## config.mk

```make
export PLATFORM = sky130hd
export DESIGN_NAME = sensor_poll_sched
export DESIGN_NICKNAME = d
export VERILOG_FILES = /design/src/rtl/sensor_poll_sched.sv
export SDC_FILE = /design/constraint.sdc
export NUM_CORES = 1
export LEC_CHECK = 0
export BUFFER_PORTS_ARGS = -buffer_cell sky130_fd_sc_hd__buf_4
export CAP_MARGIN = 20
export CORE_ASPECT_RATIO = 0.7
export CORE_MARGIN = 2
export CORE_UTILIZATION = 54
export CTS_CLUSTER_DIAMETER = 60
export CTS_CLUSTER_SIZE = 28
export DETAILED_ROUTE_END_ITERATION = 16
export HOLD_SLACK_MARGIN = 0.05
export PLACE_DENSITY = 0.78
export SYNTH_ARGS = -nofsm -noshare
export SYNTH_HDL_FRONTEND = slang
export SYNTH_SLANG_ARGS = --single-unit
```

## constraint.sdc

```tcl
create_clock -name CLK_50 -period 4.7 [get_ports CLK_50]
set_input_delay 0.47 -clock CLK_50 [delete_from_list [all_inputs] [get_ports CLK_50]]
set_output_delay 0.47 -clock CLK_50 [all_outputs]
set_load 0.02 [all_outputs]
```

## src/rtl/sensor_poll_sched.sv

```systemverilog
// Tick-driven round scheduler: RH/temp trigger, then light/IMU/mag, then RH/temp read.
// Define SENSOR_ATOMIC_UPDATE_EN to stage words in shadows and publish at FINISH.
module sensor_poll_sched #(
    parameter int PERIOD  = 500000,
    parameter int TIMEOUT = 65535
) (
    input  logic        CLK_50,
    input  logic        RESET_n,
    input  logic        EN,
    input  logic        RH_TEMP_DRDY_n,
    output logic        HM_TR,
    output logic        REQ,
    output logic [1:0]  REQ_ID,
    input  logic        ACK,
    input  logic        RD_VALID,
    input  logic [15:0] RD_DATA,
    input  logic        DONE,
    input  logic        ERR,
    output logic [7:0]  Temperature,
    output logic [7:0]  HUMITY,
    output logic [15:0] Ambient_LIGHT0,
    output logic [15:0] Ambient_LIGHT1,
    output logic [15:0] ACCELEROMETER_X,
    output logic [15:0] ACCELEROMETER_Y,
    output logic [15:0] ACCELEROMETER_Z,
    output logic [15:0] GYROSCOPE_X,
    output logic [15:0] GYROSCOPE_Y,
    output logic [15:0] GYROSCOPE_Z,
    output logic [15:0] MAGNETOMETER_X,
    output logic [15:0] MAGNETOMETER_Y,
    output logic [15:0] MAGNETOMETER_Z,
    output logic        UPDATE,
    output logic [7:0]  ERR_CNT
);

    localparam int CW = $clog2(PERIOD);
    localparam int TW = $clog2(TIMEOUT + 1);

    typedef enum logic [2:0] {
        IDLE, TRIG, ISSUE, COLLECT, NEXT, WAIT_DRDY, FINISH
    } state_t;

    function automatic logic [2:0] wcnt(input logic [1:0] s);
        unique case (s)
            2'd0: wcnt = 3'd1;
            2'd1: wcnt = 3'd2;
            2'd2: wcnt = 3'd6;
            default: wcnt = 3'd3;
        endcase
    endfunction

    // Word storage: 0 RH/temp, 1-2 light, 3-8 accel/gyro, 9-11 mag
    function automatic logic [3:0] wbase(input logic [1:0] s);
        unique case (s)
            2'd0: wbase = 4'd0;
            2'd1: wbase = 4'd1;
            2'd2: wbase = 4'd3;
            default: wbase = 4'd9;
        endcase
    endfunction

    state_t          state_q;
    logic [CW-1:0]   tick_q;
    logic            pend_q;
    logic [TW-1:0]   timer_q;
    logic [1:0]      slot_q;
    logic [2:0]      idx_q;
    logic            hm_tr_q;
    logic            req_q;
    logic [1:0]      req_id_q;
    logic            upd_q;
    logic [7:0]      err_q;
    logic [15:0]     d_q [12];

`ifdef SENSOR_ATOMIC_UPDATE_EN
    logic [15:0]     sh_q [12];
    logic [3:0]      shv_q;

    function automatic logic [1:0] wslot(input logic [3:0] i);
        if (i == 4'd0)      wslot = 2'd0;
        else if (i < 4'd3)  wslot = 2'd1;
        else if (i < 4'd9)  wslot = 2'd2;
        else                wslot = 2'd3;
    endfunction
`endif

    logic        in_coll;
    logic        take;
    logic [2:0]  nwords;
    logic        tmo;
    logic [3:0]  wptr;
    logic [7:0]  err_inc;

    assign in_coll = (state_q == COLLECT) ||
                     (state_q == ISSUE && req_q && ACK);
    assign take    = in_coll && RD_VALID && (idx_q < wcnt(slot_q));
    assign nwords  = idx_q + {2'd0, take};
    assign tmo     = (timer_q == TW'(TIMEOUT - 1));
    assign wptr    = wbase(slot_q) + {1'b0, idx_q};
    assign err_inc = err_q + {7'd0, err_q != 8'hFF};

    always_ff @(posedge CLK_50 or negedge RESET_n) begin
        if (!RESET_n) begin
            state_q  <= IDLE;
            tick_q   <= CW'(PERIOD - 1);
            pend_q   <= 1'b0;
            timer_q  <= '0;
            slot_q   <= '0;
            idx_q    <= '0;
            hm_tr_q  <= 1'b0;
            req_q    <= 1'b0;
            req_id_q <= '0;
            upd_q    <= 1'b0;
            err_q    <= '0;
            for (int i = 0; i < 12; i++) d_q[i] <= '0;
`ifdef SENSOR_ATOMIC_UPDATE_EN
            for (int i = 0; i < 12; i++) sh_q[i] <= '0;
            shv_q    <= '0;
`endif
        end else begin
            hm_tr_q <= 1'b0;
            upd_q   <= 1'b0;
            timer_q <= timer_q + TW'(1);
            unique case (state_q)
                IDLE: begin
                    if (pend_q && EN) begin
                        pend_q  <= 1'b0;
                        hm_tr_q <= 1'b1;
                        state_q <= TRIG;
                    end
                end
                TRIG: begin
                    slot_q  <= 2'd1;
                    idx_q   <= '0;
                    timer_q <= '0;
                    state_q <= ISSUE;
`ifdef SENSOR_ATOMIC_UPDATE_EN
                    shv_q   <= '0;
`endif
                end
                ISSUE: begin
                    if (req_q && ACK) begin
                        req_q   <= 1'b0;
                        timer_q <= '0;
                        state_q <= COLLECT;
                    end else if (tmo) begin
                        req_q   <= 1'b0;
                        err_q   <= err_inc;
                        state_q <= NEXT;
                    end else begin
                        req_q    <= 1'b1;
                        req_id_q <= slot_q;
                    end
                end
                COLLECT: begin
                    if (tmo && !DONE) begin
                        err_q   <= err_inc;
                        state_q <= NEXT;
                    end
                end
                NEXT: begin
                    idx_q   <= '0;
                    timer_q <= '0;
                    unique case (slot_q)
                        2'd1: begin slot_q <= 2'd2; state_q <= ISSUE; end
                        2'd2: begin slot_q <= 2'd3; state_q <= ISSUE; end
                        2'd3: state_q <= WAIT_DRDY;
                        default: begin
                            upd_q   <= 1'b1;
                            state_q <= FINISH;
`ifdef SENSOR_ATOMIC_UPDATE_EN
                            for (int i = 0; i < 12; i++)
                                if (shv_q[wslot(4'(i))]) d_q[i] <= sh_q[i];
                            shv_q   <= '0;
`endif
                        end
                    endcase
                end
                WAIT_DRDY: begin
                    if (!RH_TEMP_DRDY_n) begin
                        slot_q  <= 2'd0;
                        idx_q   <= '0;
                        timer_q <= '0;
                        state_q <= ISSUE;
                    end else if (tmo) begin
                        slot_q  <= 2'd0;
                        err_q   <= err_inc;
                        state_q <= NEXT;
                    end
                end
                FINISH: state_q <= IDLE;
                default: state_q <= IDLE;
            endcase
            if (take) begin
                idx_q <= idx_q + 3'd1;
`ifdef SENSOR_ATOMIC_UPDATE_EN
                sh_q[wptr] <= RD_DATA;
`else
                d_q[wptr] <= RD_DATA;
`endif
            end
            // DONE also covers the ACK+DONE same-cycle case out of ISSUE
            if (in_coll && DONE) begin
                state_q <= NEXT;
                if (ERR || nwords < wcnt(slot_q)) begin
                    err_q <= err_inc;
`ifdef SENSOR_ATOMIC_UPDATE_EN
                end else begin
                    shv_q[slot_q] <= 1'b1;
`endif
                end
            end
            if (tick_q == '0) begin
                tick_q <= CW'(PERIOD - 1);
                pend_q <= 1'b1;
            end else begin
                tick_q <= tick_q - CW'(1);
            end
        end
    end

    assign HM_TR           = hm_tr_q;
    assign REQ             = req_q;
    assign REQ_ID          = req_id_q;
    assign UPDATE          = upd_q;
    assign ERR_CNT         = err_q;
    assign Temperature     = d_q[0][15:8];
    assign HUMITY          = d_q[0][7:0];
    assign Ambient_LIGHT0  = d_q[1];
    assign Ambient_LIGHT1  = d_q[2];
    assign ACCELEROMETER_X = d_q[3];
    assign ACCELEROMETER_Y = d_q[4];
    assign ACCELEROMETER_Z = d_q[5];
    assign GYROSCOPE_X     = d_q[6];
    assign GYROSCOPE_Y     = d_q[7];
    assign GYROSCOPE_Z     = d_q[8];
    assign MAGNETOMETER_X  = d_q[9];
    assign MAGNETOMETER_Y  = d_q[10];
    assign MAGNETOMETER_Z  = d_q[11];

endmodule

```

==> flow_summary.yaml <==
run_status:
  outcome: "complete, no violations"
setup_path:
  timing.critical_path.cells: "inv_1 -> ha_1 -> inv_1 -> ha_1 -> o211ai_2 -> o211ai_4 -> nor3_1 -> ha_1 -> ha_1 -> xor2_1 -> ha_1 -> a31oi_1 -> o32ai_1 -> o2bb2ai_1 -> mux2_2"
  critical_path_arrival_ps: 4370
  worst-path-buf-inv: 2
  crit_path_start_kind: "flip-flop"
  critical_path_class: "flip-flop to flip-flop"
  timing.critical_path.from: "slot_q[0]"
  critPathSlowestCell: "o2bb2ai_1"
  slowest_delay_ps: 500
  worst_path_most_repeated_cell: "ha_1"
  worstReg2RegStart: "slot_q[0]"
  critPathCaptureType: "flip-flop"
  dominant_delay_contributor_by_cell_family_on_the_critical_path: "adder cells"
  cp_data_required_time_ps: 5070
  worst-r2r-setup-slack_ps: 700
  critical_path.max_fanout: 8
synth:
  synth_top_family_by_area: "multiplexers"
  synth_compound_gate_area_share_pct: 3.13
  synth.top_cells.by_area: "dfrtp_1, mux2_2, mux2_4, dfstp_2, ha_1"
  ys_types: 58
  yosysWarningCount: 0
  synth_area_um2: 10600
  synth.yosys.seq_area_share_pct: 59.0
  synth-main-ff-cell: "dfrtp_1"
  synth-edff-count: 0
  synth.area.mux_share_pct: 21.7
  synth-seq-cells: 249
  syn-mean-instance-area_um2: 14.0
  synthesis.nets: 797
  fraction_of_the_mapped_netlist_area_in_adder_cells_pct: 2.32
  synth_largest_area_cell: "dfrtp_1"
  asyncSetResetFlopFracSynth_pct: 100
  synth_xor_area_share_pct: 3.22
  synthDominantCellAreaShare_pct: 56.3
  syn-instance-count: 754
  synthSimpleGateAreaFrac_pct: 8.22
power_and_ir_drop:
  worst_ir_drop_vdd_mv: 0.320
  p_int_w: 0.00469
  cellPowerDensity_nw_per_um2: 563
  power.combinational.fraction_pct: 38.0
  power_leakage_nw: 6.71
  switching_power_w: 0.00263
  clkPwrFrac_pct: 19.9
  sw_frac_of_total_pct: 35.9
  sequentialPowerShare_pct: 42.0
global_route:
  grt_usage_pct: 24.0
  grt_pass1_vias: 6659
  global_route_congestion_overflow_total: 0
  grt_antenna_before_repair: 1
  wire_length_of_the_first_global_routing_pass_um: 38300
  grt_max_degree: 125
placement:
  hpwlAfterDp_um: 17400
  dpl_cells: 1218
  gp_routability_congestion: 0.821
  io_buffer_count: 228
timing:
  slew_headroom_pct: 32.7
  layout_min_cycle_time_ps: 4000
  skew_ps: 17.9
  timing.final.setup_violations: 0
  hold_viol: 0
  final.period_utilization_pct: 85.0
  timing_max_transition_violations_final: 0
  maxClockFrequency_mhz: 250
  setup_tns_ps: 0
  rsz0062_at_grt: "false"
  tightest_slew_ps: 1010
die:
  vertical_extent_of_the_die_um: 121
  row_count: 42
  core-area_um2: 19100
  io-pin-count: 229
  floorplan.initialDensity_pct: 55.5
  floorplan.die_area_um2: 20800
  floorplan.die.width_um: 171
clocking:
  ctsLongestPathBuffers: 3
  postCtsHoldBufs: 0
  cts_resizes: 0
  clk_root_buffer_cell: "clkbuf_16"
  cts_inserted_buffers: 14
  clock_tree.htree_level_count: 1
  cts_tree: "yes"
  clock_sink_count: 249
  clk-insertion-delay-late_ps: 490
  cts_setup_buffers: 0
  clkTransAtPathRegs_ps: 100
route:
  initialDrtViolationCount: 485
  via_per_inst: 5.44
  routed_wire_length_per_instance_um: 19.6
  route.antenna.remaining_nets: 0
  routed_wl_um: 24400
  drt_first_pass_iters: 4
  route.detailed.drc: 0
  route.vias.total: 6751
flow_run:
  drv.max_cap_violation_count: 0
worst_hold_path:
  classification_of_the_worst_slack_hold_path: "primary input to asynchronous set/reset pin"
finish:
  share_of_post_route_cells_with_drive_strength_above_1_pct: 49.0
  syn2layout_area_growth_pct: 22.9
  final_cell_count_no_fill: 1242
  antenna_cells: 0
  final_nets: 1013
kinds of logic after synthesis:
family          Yosys count
simple gates            150
fa+ha+maj                19
xor+xnor                 38
compound gates           49
mux                     197
buf+inv                  52
flops                   249
per-layer routing:
layer / global-route usage (%) / vias up / share of wire, %
li1: - / 3089 / -
met2: 36.9 / 190 / 45
met1: 35.7 / 3439 / 46
met3: 4.47 / 33 / 6.4
met5: 0 / - / 0
met4: 5.19 / 0 / 2.0
layout by cell type, fill, tap and decap left out, drive strengths merged, types with 3 or more instances in the layout:
| master | count |
|---|---|
| o31ai | 3 |
| mux2 | 197 |
| xnor2 | 19 |
| dfrtp | 238 |
| and4 | 7 |
| or4 | 3 |
| inv | 17 |
| ha | 18 |
| dfstp | 11 |
| or3 | 3 |
| nand3 | 9 |
| xor2 | 19 |
| o211ai | 3 |
| a21o | 3 |
| nand2b | 5 |
| nor3 | 12 |
| nand4 | 8 |
| clkbuf | 17 |
| o21ai | 15 |
| buf | 238 |
| o21bai | 3 |
| and3 | 5 |
| nor4 | 10 |
| nand2 | 32 |
| a21oi | 8 |
| nor2b | 4 |
| nor2 | 41 |
synthesized netlist by cell type (9+ instances only):
library cell / number
dfrtp_1: 238
mux2_2: 175
nor2_1: 41
nand2_1: 32
clkbuf_1: 25
mux2_4: 20
xor2_1: 19
ha_1: 18
xnor2_1: 18
inv_1: 14
o21ai_0: 13
nor3_1: 12
dfstp_2: 11
nand3_1: 9
final timing paths:
kind | end | cells past startpoint
worst max-delay path | ERR_CNT[1] | 15
worst min-delay path | ACCELEROMETER_Y[2] | 1
worst max register to register | ERR_CNT[1] | 15
worst min register to register | tick_q[0] | 1
max in group asynchronous | MAGNETOMETER_Z[13] | 2
min in group CLK_50 | state_q[0] | 2
cell type report:
type,instances,area [µm²]
clock buffer,17,383
inverter,14,52.6
sequential,249,6240
tap,264,330
clock inverter,7,120
fill,1413,6070
multi-input combinational,453,4080
timing repair buffer,238,1800
power by group through the flow:
stage	registers [W]	clock network, W	logic [W]
after floorplan	0.00363	0	0.00109
after global placement	0.00308	0	0.00274
after detailed placement	0.00311	0	0.00280
after CTS	0.00307	0.00148	0.00281
after global routing	0.00315	0.00157	0.00298
final	0.00308	0.00146	0.00278
flip-flops by register name, indices dropped and copies added, names as in the netlist, 16 cells and up:
signal           cells
GYROSCOPE_Z         16
tick_q              19
ACCELEROMETER_Z     16
ACCELEROMETER_Y     16
MAGNETOMETER_Y      16
Ambient_LIGHT1      16
MAGNETOMETER_Z      16
ACCELEROMETER_X     16
timer_q             16
GYROSCOPE_X         16
Ambient_LIGHT0      16
GYROSCOPE_Y         16
MAGNETOMETER_X      16
stage by stage:
| step | hold WS [ps] | setup slack [ps] | instance area (µm²) | total power, W | util, % |
|---|---|---|---|---|---|
| after global routing | 129 | 269 | 13000 | 0.00770 | 68.2 |
| after CTS | 92.9 | 698 | 13000 | 0.00737 | 68.2 |
| final | 43.6 | 704 | 13000 | 0.00732 | 68.2 |
| after global placement | 446 | 861 | 12500 | 0.00582 | 65.5 |
| after detailed placement | 454 | 726 | 12500 | 0.00591 | 65.6 |
| after floorplan | 174 | 1160 | 10600 | 0.00472 | - |
Note: power is estimated with default switching activity, not from simulation.
